[src/rtl/approx_adder_error_monitor.sv]
// Error-metric accumulator for an approximate adder: counts mismatches, sums and tracks the peak |exact - approx| over a window.
// Optional Hamming-distance accumulation (err_bits output) is enabled with `define APPROX_MON_HAMMING_EN.
module approx_adder_error_monitor #(
    parameter int WIDTH       = 16,
    parameter int NUM_SAMPLES = 10000,
    parameter int ACC_W       = 40,
    parameter int CNT_W       = 32
) (
    input  logic             clk,
    input  logic             rst_n,
    input  logic             start,
    input  logic             in_valid,
    output logic             in_ready,
    input  logic [WIDTH-1:0] op_a,
    input  logic [WIDTH-1:0] op_b,
    input  logic             carry_in,
    input  logic [WIDTH:0]   approx_sum,
    output logic             busy,
    output logic             done,
    output logic [CNT_W-1:0] sample_count,
    output logic [CNT_W-1:0] err_count,
    output logic [ACC_W-1:0] err_total,
    output logic [WIDTH:0]   err_max
`ifdef APPROX_MON_HAMMING_EN
    ,
    output logic [CNT_W-1:0] err_bits
`endif
);

    localparam int SUM_W = ((ACC_W > WIDTH + 1) ? ACC_W : WIDTH + 1) + 1;

    typedef enum logic [1:0] {
        S_IDLE,
        S_RUN,
        S_DRAIN,
        S_DONE
    } state_t;

    state_t r_state;
    state_t w_state_next;

    logic             w_accept;
    logic             w_start;
    logic             w_last;
    logic [WIDTH:0]   w_exact;

    logic             r_s1_valid;
    logic [WIDTH:0]   r_s1_exact;
    logic [WIDTH:0]   r_s1_approx;

    logic             w_s1_ge;
    logic [WIDTH:0]   w_dist;
    logic             w_mismatch;

    logic             r_s2_valid;
    logic [WIDTH:0]   r_s2_dist;
    logic             r_s2_mismatch;

    logic [CNT_W-1:0] r_sample_count;
    logic [CNT_W-1:0] r_err_count;
    logic [ACC_W-1:0] r_err_total;
    logic [WIDTH:0]   r_err_max;

    logic [SUM_W-1:0] w_total_sum;
    logic [ACC_W-1:0] w_total_sat;

    assign w_accept = in_valid && (r_state == S_RUN);
    assign w_start  = start && ((r_state == S_IDLE) || (r_state == S_DONE));
    assign w_last   = (r_sample_count == CNT_W'(NUM_SAMPLES - 1));

    always_ff @(posedge clk or negedge rst_n) begin
        if (!rst_n) begin
            r_state <= S_IDLE;
        end else begin
            r_state <= w_state_next;
        end
    end

    always_comb begin
        w_state_next = r_state;
        in_ready     = 1'b0;
        busy         = 1'b0;
        done         = 1'b0;
        case (r_state)
            S_IDLE: begin
                if (start) w_state_next = S_RUN;
            end
            S_RUN: begin
                in_ready = 1'b1;
                busy     = 1'b1;
                if (w_accept && w_last) w_state_next = S_DRAIN;
            end
            S_DRAIN: begin
                busy = 1'b1;
                // Once stage 1 is empty, stage 2 retires on this edge, so results are final in DONE.
                if (!r_s1_valid) w_state_next = S_DONE;
            end
            S_DONE: begin
                done = 1'b1;
                if (start) w_state_next = S_RUN;
            end
            default: w_state_next = S_IDLE;
        endcase
    end

    assign w_exact = ({1'b0, op_a} + {1'b0, op_b}) + {{WIDTH{1'b0}}, carry_in};

    always_ff @(posedge clk or negedge rst_n) begin
        if (!rst_n) begin
            r_s1_valid  <= 1'b0;
            r_s1_exact  <= '0;
            r_s1_approx <= '0;
        end else begin
            r_s1_valid <= w_accept;
            if (w_accept) begin
                r_s1_exact  <= w_exact;
                r_s1_approx <= approx_sum;
            end
        end
    end

    // Compare-and-subtract keeps the distance unsigned and free of wrap-around.
    assign w_s1_ge    = (r_s1_exact >= r_s1_approx);
    assign w_dist     = w_s1_ge ? (r_s1_exact - r_s1_approx) : (r_s1_approx - r_s1_exact);
    assign w_mismatch = (r_s1_exact != r_s1_approx);

    always_ff @(posedge clk or negedge rst_n) begin
        if (!rst_n) begin
            r_s2_valid    <= 1'b0;
            r_s2_dist     <= '0;
            r_s2_mismatch <= 1'b0;
        end else begin
            r_s2_valid <= r_s1_valid;
            if (r_s1_valid) begin
                r_s2_dist     <= w_dist;
                r_s2_mismatch <= w_mismatch;
            end
        end
    end

    assign w_total_sum = SUM_W'(r_err_total) + SUM_W'(r_s2_dist);
    assign w_total_sat = (w_total_sum > SUM_W'({ACC_W{1'b1}})) ? {ACC_W{1'b1}}
                                                               : w_total_sum[ACC_W-1:0];

    always_ff @(posedge clk or negedge rst_n) begin
        if (!rst_n) begin
            r_sample_count <= '0;
            r_err_count    <= '0;
            r_err_total    <= '0;
            r_err_max      <= '0;
        end else if (w_start) begin
            r_sample_count <= '0;
            r_err_count    <= '0;
            r_err_total    <= '0;
            r_err_max      <= '0;
        end else begin
            if (w_accept) begin
                r_sample_count <= r_sample_count + CNT_W'(1);
            end
            if (r_s2_valid) begin
                r_err_count <= r_err_count + CNT_W'(r_s2_mismatch);
                r_err_total <= w_total_sat;
                if (r_s2_dist > r_err_max) begin
                    r_err_max <= r_s2_dist;
                end
            end
        end
    end

    assign sample_count = r_sample_count;
    assign err_count    = r_err_count;
    assign err_total    = r_err_total;
    assign err_max      = r_err_max;

`ifdef APPROX_MON_HAMMING_EN
    localparam int POP_W = $clog2(WIDTH + 2);

    logic [WIDTH:0]   w_diff_bits;
    logic [POP_W-1:0] w_pop;
    logic [POP_W-1:0] r_s2_pop;
    logic [CNT_W:0]   w_bits_sum;
    logic [CNT_W-1:0] r_err_bits;

    assign w_diff_bits = r_s1_exact ^ r_s1_approx;

    always_comb begin
        w_pop = '0;
        for (int i = 0; i <= WIDTH; i++) begin
            w_pop = w_pop + POP_W'(w_diff_bits[i]);
        end
    end

    always_ff @(posedge clk or negedge rst_n) begin
        if (!rst_n) begin
            r_s2_pop <= '0;
        end else if (r_s1_valid) begin
            r_s2_pop <= w_pop;
        end
    end

    assign w_bits_sum = {1'b0, r_err_bits} + (CNT_W + 1)'(r_s2_pop);

    always_ff @(posedge clk or negedge rst_n) begin
        if (!rst_n) begin
            r_err_bits <= '0;
        end else if (w_start) begin
            r_err_bits <= '0;
        end else if (r_s2_valid) begin
            r_err_bits <= w_bits_sum[CNT_W] ? {CNT_W{1'b1}} : w_bits_sum[CNT_W-1:0];
        end
    end

    assign err_bits = r_err_bits;
`endif

endmodule

[config.mk]
export PLATFORM = sky130hd
export DESIGN_NAME = approx_adder_error_monitor
export DESIGN_NICKNAME = d
export VERILOG_FILES = /design/src/rtl/approx_adder_error_monitor.sv
export SDC_FILE = /design/constraint.sdc
export NUM_CORES = 1
export LEC_CHECK = 0
export ABC_AREA = 1
export CAP_MARGIN = 10
export CORE_ASPECT_RATIO = 1.4
export CORE_MARGIN = 2
export CORE_UTILIZATION = 40
export CTS_BUF_LIST = sky130_fd_sc_hd__clkbuf_4
export DETAILED_ROUTE_END_ITERATION = 7
export GPL_ROUTABILITY_DRIVEN = 0
export MAX_ROUTING_LAYER = met4
export SETUP_SLACK_MARGIN = 0.5
export SYNTH_ARGS = -nofsm -noshare
export SYNTH_HDL_FRONTEND = slang
export SYNTH_SLANG_ARGS = --single-unit
[constraint.sdc]
create_clock -name clk -period 6.7 [get_ports clk]
set_input_delay 1.005 -clock clk [delete_from_list [all_inputs] [get_ports clk]]
set_output_delay 1.005 -clock clk [all_outputs]
set_load 0.02 [all_outputs]
# Word level (Yosys, flattened, before mapping)
# Cells that the tools add are included.
dict set report totals {
  reg_bits 177
  input_bits 54
  elab_cells 59
}
dict set report classes {
  n_addsub 7
  order_cmp 3
  eq_ne 8
  mux 18
  reduce_logical 12
}
# op count
set ops {}
lappend ops {{32-bit 2-to-1 mux} 4}
lappend ops {{40-bit 2-to-1 mux} 3}
lappend ops {{17-bit 2-to-1 mux} 4}
lappend ops {{40-bit by 17-bit adder with 41-bit output} 1}
lappend ops {{41-bit by 40-bit > comparator with 1-bit output (second input constant)} 1}
lappend ops {{17-bit subtractor} 2}
lappend ops {{32-bit by 1-bit adder with 32-bit output} 1}
lappend ops {{32-bit by 1-bit adder with 32-bit output (second input constant)} 1}
lappend ops {{32-bit by 14-bit == test with 1-bit output (second input constant)} 1}
lappend ops {{16-bit by 16-bit adder with 17-bit output} 1}
lappend ops {{17-bit by 1-bit adder with 17-bit output} 1}
lappend ops {{17-bit greater-or-equal comparator} 1}
lappend ops {{17-bit > comparator} 1}
lappend ops {{17-bit inequality test} 1}
lappend ops {{2-bit 2-to-1 mux} 3}
lappend ops {{2-bit one-hot mux with 3 select lines} 1}
lappend ops {{2-bit nonzero test} 3}
lappend ops {{2-bit == test (second input constant)} 2}
lappend ops {{2-bit by 1-bit inequality test with 1-bit output (second input constant)} 2}
lappend ops {{2-bit OR reduction} 2}
lappend ops {{1-bit logical AND} 3}
lappend ops {{1-bit 2-to-1 mux} 3}
lappend ops {{3-bit AND reduction} 1}
lappend ops {{2-bit by 1-bit == test with 1-bit output (second input constant)} 1}
lappend ops {{4 further kinds} 4}

# Depth between registers and ports, before layout
# Gate-level depths: netlist (run 1).
dict set report logic_depth {
  word_depth 5
  mapped_depth 17
}

# Worst setup path before layout (run 1)
# No wires, ideal clock.
dict set report synth_path {
  path_type {in2reg}
  startpoint {input port op_a[0]}
  endpoint {register r_s1_exact[14]}
  setup_ns 0.133
  t_arrival_ns 2.478
  setup_slack_ns 4.088
  path_stages 13
  path_cell_list {inv_1 fa_1 inv_1 fa_1 nand3_1 nand2_1 a21oi_1 o21bai_1 nand2_1 nand2_1 nand2_1 nand3_1 o21ai_0}
}
dict set report synth_via {
  elab_chain_cells 2
}
# item line_no
set synth_lines {}
lappend synth_lines {{start, declared} 14} ;# input logic [WIDTH-1:0] op_a,
lappend synth_lines {{16-bit by 16-bit adder with 17-bit output} 106} ;# assign w_exact = ({1'b0, op_a} + {1'b0, op_b}) + {{WIDTH{1'b0}}, carry_in};
lappend synth_lines {{17-bit by 1-bit adder with 17-bit output} 106}
lappend synth_lines {{end signal, assigned} 116} ;# r_s1_exact <= w_exact;
lappend synth_lines {{end, declared} 48} ;# logic [WIDTH:0] r_s1_exact;
# No other way between the ends.
# A chain may end at the register's enable or synchronous reset.

# Worst setup path in the final report (run 1)
dict set report layout_path {
  startpoint {register r_state[0]}
  endpoint {register r_err_count[29] (netlist: err_count[29])}
}
dict set report layout_via {
  elab_chain_cells 4
  elab_cells_between_ends 6
  cone_classes {1 x eq/ne; 1 x mux; 4 x reduce/logical}
}
# item line_no
set layout_lines {}
lappend layout_lines {{start, declared} 39} ;# state_t r_state;
lappend layout_lines {{start signal, assigned} 75} ;# r_state <= w_state_next;
lappend layout_lines {{2-bit == test / 2-bit zero test (equally long branches)} 68} ;# assign w_start = start && ((r_state == S_IDLE) || (r_state == S_DONE));
lappend layout_lines {{1-bit logical OR *} 68}
lappend layout_lines {{1-bit logical AND *} 68}
lappend layout_lines {{32-bit 2-to-1 mux / 2-bit nonzero test (equally long branches)} --}
lappend layout_lines {{end signal, assigned} 161} ;# r_err_count <= r_err_count + CNT_W'(r_s2_mismatch);
lappend layout_lines {{end, declared} 60} ;# logic [CNT_W-1:0] r_err_count;
# Mark *: on every way between the ends. The rest lies on a longest branch, timed or not.

==> out/qor.txt, run 1 <==
Power per cell area: 370 nW/um^2
Critical path's slowest cell: buf_4
Synth warn: 0
Resized cells post-CTS: 0
Arrival time worst endpoint: 3.82 ns
Yosys cell types: 53
CP required: 7.28 ns
VDD IR max: 151 uV
Total setup buffers inserted after CTS: 0
Worst hold-check slack: 0.412 ns
CTS H-tree depth: 4
Pre-antenna DRT Iters: 5
Fill cells: 3566
CP startpoint: r_state[0]
Maximum clock insertion buffer count: 2
Crit path time final: 3.23 ns
Crit path to: err_count[29]
Flop pwr share: 0.264
Final setup margin: 3.47 ns
Clk root buf: clkbuf_4
Final setup fails: 0
Final clock skew: 0.0258 ns
CP max stage delay: 0.53 ns
Synthesized area: 13700 um^2
DRC viols: 0
HPWL Detailed: 31500 um
RR Endpoint: err_count[29]
Ys async rst share: 1.00
F_max: 0.309 GHz
Final wirelength: 40400 um
Layout cell share with drive strength beyond 1: 0.0481
Initial antenna violation count: 1
Vias in the first global route: 13300
Net Sw Frac: 0.524
Fin util: 0.474
CP Cell Sequence: inv_1 > ha_1 > nand2_2 > buf_4 > inv_1 > buf_4 > nor2_4 > buf_4 > inv_1 > nand3_1 > nor2_1 > a21oi_1 > o21a_1
RSZ-0062 raised after global routing: no
Critical Path Start Type: register
Register area share after synthesis: 0.324
Logic pwr share: 0.634
WP depth: 13
Max cap viols: 0
Largest net degree at the start of global routing: 76
R2r startpoint: r_state[0]
Worst R2R Path Depth: 13
IO Pins: 178
TNS Setup: 0 ns
Final Hold Viols: 0
Post-synthesis register bit count: 177
Pleak: 0.00783 uW
ANT nets after route: 0
Sw Pwr: 3120 uW
Post-CTS Hold Fix Bufs: 0
# rows: 80
Initial Utilization: 0.403
Slew @ Worst Pin: 0.884 ns
Layout area overhead: 17.6%
Worst min path class: input port to async pin
Number of synthesized flops with an enable pin: 0
First-pass GRT wire length: 66100 um
Vias: 13700
Clk_lat worst skew: 0.62 ns
Die Footprint: 35700 um^2
Final net count: 2337
CTS Sinks: 177
DRT iter0 DRCs: 799
Post-synth net total: 2180
Crit path max fanout: 61
Dpl ws: 2.79 ns
Post-route insts no fill: 2654
Cells after Synth: 2032
Slew headroom: 0.406
GR Util All Layers: 0.236
WP buf/inv: 6
Avg Inst Size Synth: 6.74 um^2
Critical path type: register to register
Core ar.: 33900 um^2
Internal: 2840 uW
Chip width: 160 um
Ranking of synthesized cells by area: dfrtp_1, nand2_1, ha_1
Worst-path clk slew: 0.16 ns
Die height: 223 um
Area leader, netlist: dfrtp_1
CP Capture Type: register
Port bufs: 177
Vias/cell: 5.16
Clock power frac: 0.102
Drt wl/cell: 15.2 um
Delay-heaviest family, CP: buffers and inverters
TritonCTS Buffers: 17
Worst R2R Setup Slack: 3.47 ns
Grt total ovfl: 0
Outcome: finished, final reports clean
CTS tree: built
Final Max Slew Viols: 0
Top_reg_cell synth: dfrtp_1
Placed cells: 2621
Tcrit/Tclk final: 0.482
Synth top area share: 0.324
-- cells in the mapped netlist, types with 5 or more instances --
library cell and count:
ha_1 89, clkbuf_2 6, clkbuf_1 19, nor2_2 7, nor3_2 7, inv_1 267
nand3_1 145, fa_1 5, nand2_2 17, dfrtp_1 177, a21oi_1 104, nor4_1 13
nand4_1 54, o21a_1 6, o21ai_0 120, xnor2_1 12, inv_2 5, nand2_1 692
xor2_1 30, nor3_1 51, a21o_1 5, nand3b_1 9, nor2_1 119, or2_2 7
buf_2 9
-- area by class of cell --
class / count / area [um^2] / share of cell area
clock buffer: 21 / 158 / 0.00979
timing repair buffer: 186 / 1840 / 0.114
tap: 451 / 564 / 0.0351
clock inverter: 11 / 105 / 0.00653
multi-input combinational: 1534 / 7980 / 0.495
inverter: 273 / 1020 / 0.0637
sequential: 177 / 4430 / 0.275
antenna: 1 / 2.50 / 0.000155
-- layer usage --
layer	track usage	part of all wire	vias up
met5	-	0	-
met1	0.264	0.41	6358
met2	0.423	0.52	357
met3	0.0327	0.035	90
li1	-	-	6884
met4	0.0965	0.039	0
-- worst register-to-register path, cell delays in order (launching register included) --
cell and delay, ns:
dfrtp_1 0.46, inv_1 0.06, ha_1 0.32, nand2_2 0.06
buf_4 0.53, inv_1 0.11, buf_4 0.26, nor2_4 0.31
buf_4 0.43, inv_1 0.24, nand3_1 0.13, nor2_1 0.06
a21oi_1 0.12, o21a_1 0.12
-- cell families after synthesis --
kind of cell               synth area share
AOI/OAI and AO/OA                     0.101
adders and majority gates            0.0887
and+or+nand+nor                       0.366
DFF                                   0.324
buffers and inverters                0.0945
xor gates and xnor gates             0.0269
-- layout by cell type, fill, tap and decap left out, types with 7 or more instances in the layout --
cell             instances
dfrtp_1                177
nor4_1                  13
nor3_1                  51
nor2_1                 118
buf_4                    9
nand3_1                145
ha_1                    89
o21ai_0                120
nor2_2                   7
xor2_1                  30
nand4_1                 54
clkbuf_4                21
clkdlybuf4s50_1        176
a21oi_1                104
inv_1                  266
xnor2_1                 12
nand2_1                691
nand2_2                 18
nor3_2                   7
nand3b_1                 9
or2_2                    7
-- power groups by stage --
stage	registers, uW	logic [uW]	clock network (uW)
floorplan	1590	2780	0
global placement	1590	3720	0
detailed placement	1600	3780	0
CTS	1580	3800	644
global route	1610	4320	677
finish	1580	3780	611
-- sequential cells by signal, indices dropped and copies added (netlist names) --
signal	cells
err_total	40
err_max	17
r_s2_valid	1
sample_count	32
err_count	32
r_s2_dist	17
r_s2_mismatch	1
r_state	2
r_s1_approx	17
r_s1_valid	1
r_s1_exact	17
-- worst min-delay path by stage --
stage	start	slack (ns)	end	depth (start not counted)
5_1_grt	rst_n	0.38	err_total[35]	1
6_report	rst_n	0.41	err_total[31]	1
2_1_floorplan	r_s1_valid	0.37	r_s2_valid	0
3_5_place_dp	r_s1_exact[15]	0.50	r_s1_exact[15]	2
4_1_cts	rst_n	0.36	err_count[1]	1
3_3_place_gp	err_total[15]	0.50	err_total[15]	2
-- per-stage QoR --
stage | instance area, um^2 | power (uW)
floorplan | 13700 | 4370
CTS | 16100 | 6020
detailed placement | 15800 | 5380
global route | 16100 | 6600
finish | 16100 | 5960
global placement | 15800 | 5320
Power figures use the tool's default switching activity.
==> run 2, diff against run 1 <==
==> constraint.sdc (replaced) <==
create_clock -name clk -period 2.6 [get_ports clk]
set_input_delay 0.39 -clock clk [delete_from_list [all_inputs] [get_ports clk]]
set_output_delay 0.39 -clock clk [all_outputs]
set_load 0.02 [all_outputs]
==> run 2 against run 1 <==
  * Critical path depth rose by 2
  * Hold slack worse by 0.27 ns
  * Critical endpoint is now err_total[13]
  * Total power rose to 3.2 times the previous value
  * Worst setup slack got worse by 3.1 ns
  * Sequential cell count did not move
  * Clock power increased to 2.7 times the previous value
  * Largest power group unchanged
  * Clock skew up 0.010 ns
  * Fmax is 45% higher
  * First-iteration DRC count increased by 18%
==> out/qor.txt, run 2 (same netlist as run 1, synthesis figures left out) <==
Final setup fails: 0 (unchanged)
DRC viols: 0 (unchanged)
TritonCTS Buffers: 17 (unchanged)
Fill cells: 3345 (-6.2%)
Drt wl/cell: 15.8 um (+4.0%)
Clk root buf: clkbuf_4
Most common cell after layout, fill and taps aside: nand2_1
Dpl cell area: 16100 um^2 (+1.8%)
Slew @ Worst Pin: 0.657 ns (-0.227 ns)
Fin util: 0.539 (+0.0650)
Maximum clock insertion buffer count: 2 (unchanged)
Power per cell area: 1040 nW/um^2 (+180%)
Crit path max fanout: 6 (-90%)
ANT nets after route: 0 (unchanged)
Grt total ovfl: 0 (unchanged)
Arrival time worst endpoint: 2.83 ns (-0.99 ns)
DRT iter0 DRCs: 941 (+18%)
Vias: 14400 (+5.2%)
CP Cell Sequence: ha_4 > inv_4 > fa_2 > inv_2 > nand3_2 > nand3_4 > nand2_2 > nand2_2 > nand2_2 > nand3_4 > nand3_4 > buf_12 > nand3_2 > nand2_1 > nand2_1
Final Max Slew Viols: 0 (unchanged)
CTS H-tree depth: 4 (unchanged)
Tcrit/Tclk final: 0.857 (+0.374)
CP required: 3.20 ns (-4.08 ns)
Pleak: 0.00927 uW (+18%)
Critical Path Start Type: register
IO Pins: 178 (unchanged)
# rows: 80 (unchanged)
Clk_lat worst skew: 0.68 ns (+0.06 ns)
CP max stage delay: 0.43 ns (-0.10 ns)
Die Footprint: 35700 um^2 (unchanged)
Initial Utilization: 0.403 (unchanged)
Pre-antenna DRT Iters: 5 (unchanged)
CTS tree: built
Worst min path class: input port to async pin
Dpl ws: -0.0293 ns (-2.82 ns)
Initial antenna violation count: 1 (unchanged)
TNS Setup: 0 ns (unchanged)
Vias/cell: 5.20 (+0.78%)
Final setup margin: 0.372 ns (-3.10 ns)
Max reg flops: 40 (unchanged)
CP Capture Type: register
Chip width: 160 um (unchanged)
Core ar.: 33900 um^2 (unchanged)
Port bufs: 177 (unchanged)
First-pass GRT wire length: 68700 um (+4.0%)
Slew headroom: 0.562 (+0.156)
Outcome: finished, final reports clean
Critical path's slowest cell: dfrtp_2
Critical path type: register to register
Crit path time final: 2.23 ns (-1.00 ns)
Max cap viols: 0 (unchanged)
Largest net degree at the start of global routing: 69 (-9.2%)
Most frequent cells in the layout: nand2_1, inv_1, dfrtp_1
RSZ-0062 raised after global routing: yes
Worst-path clk slew: 0.18 ns (+0.02 ns)
Final Hold Viols: 0 (unchanged)
HPWL Detailed: 31900 um (+1.3%)
GR Util All Layers: 0.246 (+0.0103)
CTS Sinks: 177 (unchanged)
Final net count: 2452 (+4.9%)
Layout area overhead: 33.7%
Final clock skew: 0.0358 ns (+0.00997 ns)
Vias in the first global route: 13800 (+3.7%)
Die height: 223 um (unchanged)
Final wirelength: 43800 um (+8.5%)
VDD IR max: 556 uV (+270%)
Post-route cell area: 18300 um^2 (+14%)
F_max: 0.449 GHz (+45%)
Layout cell share with drive strength beyond 1: 0.197 (+0.149)
==> run 2: changes by cell type in the layout (fill, tap and decap cells not counted), moves of 17 or more <==
| cell | delta |
|---|---|
| a21oi_1 | -17 |
| buf_4 | +88 |
| clkdlybuf4s50_1 | -124 |
| dfrtp_1 | -40 |
| dfrtp_2 | +40 |
| dlygate4sd2_1 | +121 |
| ha_1 | -44 |
| ha_4 | +38 |
| nand2_1 | -52 |
| nand2_2 | +44 |
| nand3_1 | -34 |
| nand3_2 | +25 |
| nor2_1 | -18 |
| o21ai_0 | -21 |
==> run 2: worst max-delay path: cells and delay by family, from the launching register on <==
family | cells | cell delay [ns]
AND/OR/NAND/NOR | 10 | 0.89
adder cells (fa/ha/maj) | 2 | 0.47
flip-flops | 1 | 0.43
buffers and inverters | 3 | 0.34
==> run 2: what timing repair did <==
action                     4_1_cts  5_1_grt
setup endpoints to repair      207       95
cloned                           5        3
hold buffers                     1        0
pin swaps                       52       91
resized for setup              278      184
hold endpoints to repair       145        0
buffers inserted                33       47
==> run 2: final timing paths <==
kind                                  from               to  slack (ns)  depth (start not counted)
hold / removal                       rst_n    err_total[26]        0.14                          2
setup / recovery              err_total[0]    err_total[13]        0.37                         15
setup reg to reg              err_total[0]    err_total[13]        0.37                         15
max in group asynchronous            rst_n      err_max[13]        1.71                          3
min in group clk             approx_sum[0]   r_s1_approx[0]        0.27                          3
hold reg to reg            sample_count[1]  sample_count[1]        0.53                          2
==> run 2: per-stage QoR <==
step | power (uW) | hold WS [ns] | instances
after floorplan | 11300 | 0.0944 | 2032
after global placement | 14000 | 0.309 | 2647
after detailed placement | 14200 | 0.299 | 2647
after CTS | 16900 | 0.108 | 2718
after global routing | 20600 | 0.131 | 2769
final | 19000 | 0.142 | 2769
==> run 2: where the power goes <==
part / switching (uW) / internal [uW]
sequential: 772 / 3410
clock: 1080 / 543
combinational: 7810 / 5360
==> run 2: layout make-up <==
class | instances | area, um^2 | share of cell area
clock buffers | 22 | 165 | 0.00902
flip-flops and latches | 177 | 4480 | 0.245
clock inverters | 10 | 103 | 0.00561
well taps | 451 | 564 | 0.0308
inverters | 273 | 1030 | 0.0563
multi-input cells | 1538 | 9240 | 0.505
repair buffers | 297 | 2720 | 0.149
diodes | 1 | 2.50 | 0.000137
==> run 2: metal layers <==
layer | up-vias | global-route usage | routed length [um]
met5 | - | - | 0
met4 | 0 | 0.127 | 2070
met3 | 120 | 0.0257 | 1420
met2 | 396 | 0.450 | 23100
met1 | 6756 | 0.263 | 17300
li1 | 7122 | - | -
==> run 3, diff against run 2 <==
--- a/config.mk
+++ b/config.mk
@@ -13,6 +13,8 @@
 export CTS_BUF_LIST = sky130_fd_sc_hd__clkbuf_4
 export DETAILED_ROUTE_END_ITERATION = 7
 export GPL_ROUTABILITY_DRIVEN = 0
+export GPL_TIMING_DRIVEN = 0
+export HOLD_SLACK_MARGIN = 0.03
 export MAX_ROUTING_LAYER = met4
 export SETUP_SLACK_MARGIN = 0.5
 export SYNTH_ARGS = -nofsm -noshare
==> run 3 against run 2 <==
  * Wire length grew 0.94%
  * Register-to-register slack gained 0.07 ns
  * Non-clock buffer count grew 10
  * Clock power grew 4%
  * Total power grew 0.24%
  * Critical endpoint is now err_total[11]
  * Largest cell class unchanged
==> out/qor.txt, run 3 (same netlist as run 1, synthesis figures left out) <==
Max reg flops: 40 (unchanged)
Port bufs: 177 (unchanged)
DRC viols: 0 (unchanged)
F_max: 0.464 GHz (+3.4%)
CP required: 3.18 ns (-0.02 ns)
IO Pins: 178 (unchanged)
Outcome: finished, final reports clean
CTS Sinks: 177 (unchanged)
Final Hold Viols: 0 (unchanged)
Vias/cell: 5.20 (about the same)
Max cap viols: 0 (unchanged)
TritonCTS Buffers: 17 (unchanged)
Clock power frac: 0.089 (+0.004)
Post-route cell area: 18200 um^2 (-0.57%)
GR Util All Layers: 0.255 (+0.00870)
Layout area overhead: 33.0%
ANT nets after route: 0 (unchanged)
WL met1: 17100 um (-1.2%)
Dpl cell area: 16100 um^2 (-0.30%)
Critical Path Start Type: register
Die Footprint: 35700 um^2 (unchanged)
Final net count: 2459 (+0.29%)
Design Power: 19000 uW (+0.24%)
Initial Utilization: 0.403 (unchanged)
Pre-antenna DRT Iters: 7 (+2)
Worst-path clk slew: 0.17 ns (about the same)
Maximum clock insertion buffer count: 2 (unchanged)
Most common cell after layout, fill and taps aside: nand2_1
Net Sw Frac: 0.508 (-0.000704)
Vias: 14400 (+0.31%)
DRT iter0 DRCs: 734 (-22%)
Chip width: 160 um (unchanged)
Max Used Layer: met4
Layout cell share with drive strength beyond 1: 0.182 (-0.0148)
Critical path type: register to register
Pleak: 0.00936 uW (+1.0%)
HPWL Detailed: 33400 um (+4.7%)
Slew headroom: 0.518 (-0.0447)
CTS tree: built
Worst min path class: input port to async pin
First-pass GRT wire length: 70800 um (+3.0%)
Clk root buf: clkbuf_4
CTS H-tree depth: 4 (unchanged)
Clk_lat worst skew: 0.64 ns (-0.04 ns)
Slew @ Worst Pin: 0.724 ns (+0.0671 ns)
Final Max Slew Viols: 0 (unchanged)
Largest net degree at the start of global routing: 107 (+55%)
Die height: 223 um (unchanged)
Core ar.: 33900 um^2 (unchanged)
Final wirelength: 44200 um (+0.94%)
Vias in the first global route: 14300 (+3.7%)
Worst R2R Path Depth: 16 (+1)
Most frequent cells in the layout: nand2_1, inv_1, dfrtp_1
# rows: 80 (unchanged)
Sw Pwr: 9670 uW (+0.10%)
Met3 Routed Length: 1640 um (+16%)
Final clock skew: 0.0255 ns (-0.0103 ns)
RSZ-0062 raised after global routing: yes
Drt wl/cell: 15.9 um (+0.68%)
WL met2: 23100 um (+0.35%)
Flop pwr share: 0.216 (-0.005)
Crit path time final: 2.15 ns (-0.0738 ns)
Crit path max fanout: 6 (unchanged)
Internal: 9350 uW (+0.38%)
Grt total ovfl: 0 (unchanged)
VDD IR max: 518 uV (-6.9%)
Final setup fails: 0 (unchanged)
Logic pwr share: 0.695 (about the same)
Tcrit/Tclk final: 0.828 (-0.0284)
Fin util: 0.536 (-0.00310)
CP Capture Type: register
Arrival time worst endpoint: 2.73 ns (-0.10 ns)
Initial antenna violation count: 1 (unchanged)
Power per cell area: 1040 nW/um^2 (+0.82%)
-- run 3: changes by cell type in the layout (fill, tap and decap cells not counted), moves of 11 or more --
| cell | before | now |
|---|---|---|
| ha_4 | 38 | 27 |
| dfrtp_2 | 40 | 25 |
| ha_1 | 45 | 58 |
| buf_4 | 97 | 63 |
| clkbuf_1 | 0 | 11 |
| dfrtp_1 | 137 | 152 |
-- run 3: power groups by stage --
stage                     Combinational (uW)  Clock (uW)  Sequential, uW
final                                  13200        1690            4110
after global placement                 10100           0            4050
after global routing                   14600        1850            4200
after floorplan                         7170           0            4110
after CTS                              12400        1750            4080
after detailed placement               10200           0            4060
-- run 3: layout make-up --
class | count | area, um^2
Fill cell | 3357 | 15700
Multi-Input combinational cell | 1535 | 9070
Sequential cell | 177 | 4460
Timing Repair Buffer | 259 | 2430
Inverter | 273 | 1040
Tap cell | 451 | 564
Buffer | 48 | 353
Clock inverter | 15 | 155
Clock buffer | 17 | 128
Antenna cell | 1 | 2.50
-- run 3: worst max-delay path: stages (launching register included) --
cell	delay, ns
dfrtp_1	0.44
ha_4	0.17
inv_4	0.03
fa_2	0.32
inv_2	0.08
nand3_2	0.09
nand3_4	0.09
nand2_2	0.06
nand2_2	0.09
nand2_2	0.07
nand3_4	0.09
nand3_4	0.10
buf_12	0.16
buf_12	0.14
nand2_2	0.05
nand2_1	0.05
nand2_1	0.06
-- run 3: metal layers --
| metal | GRT usage | vias up |
|---|---|---|
| met5 | - | - |
| met1 | 0.267 | 6721 |
| li1 | - | 7135 |
| met4 | 0.141 | 0 |
| met2 | 0.465 | 438 |
| met3 | 0.0301 | 145 |
-- run 3: what timing repair did --
item	4_1_cts	5_1_grt
setup endpoints to repair	274	105
setup buffers	59	17
endpoints found under the hold margin	71	0
hold buffers	1	0
resized for setup	333	126
pin swaps	64	70
cloned	4	1
-- run 3: path summary, 6_finish.rpt --
kind | from | endpoint | slack, ns
worst max-delay path | r_s2_dist[0] | err_total[11] | 0.45
max in group asynchronous | rst_n | r_s2_dist[12] | 1.32
worst max register to register | r_s2_dist[0] | err_total[11] | 0.45
worst min-delay path | rst_n | err_total[28] | 0.29
worst min register to register | r_s1_valid | r_s2_valid | 0.42
min in group clk | approx_sum[12] | r_s1_approx[12] | 0.31
-- run 3: per-stage QoR --
step / hold WS (ns) / setup TNS, ns / setup slack, ns / cells
final: 0.291 / 0 / 0.446 / 2776
after global routing: 0.280 / 0 / 0.343 / 2776
after CTS: 0.252 / 0 / 0.400 / 2757
after detailed placement: 0.385 / -5.40 / -0.206 / 2661
after global placement: 0.383 / -1185.09 / -7.39 / 2660
after floorplan: 0.0944 / 0 / 0.504 / 2032
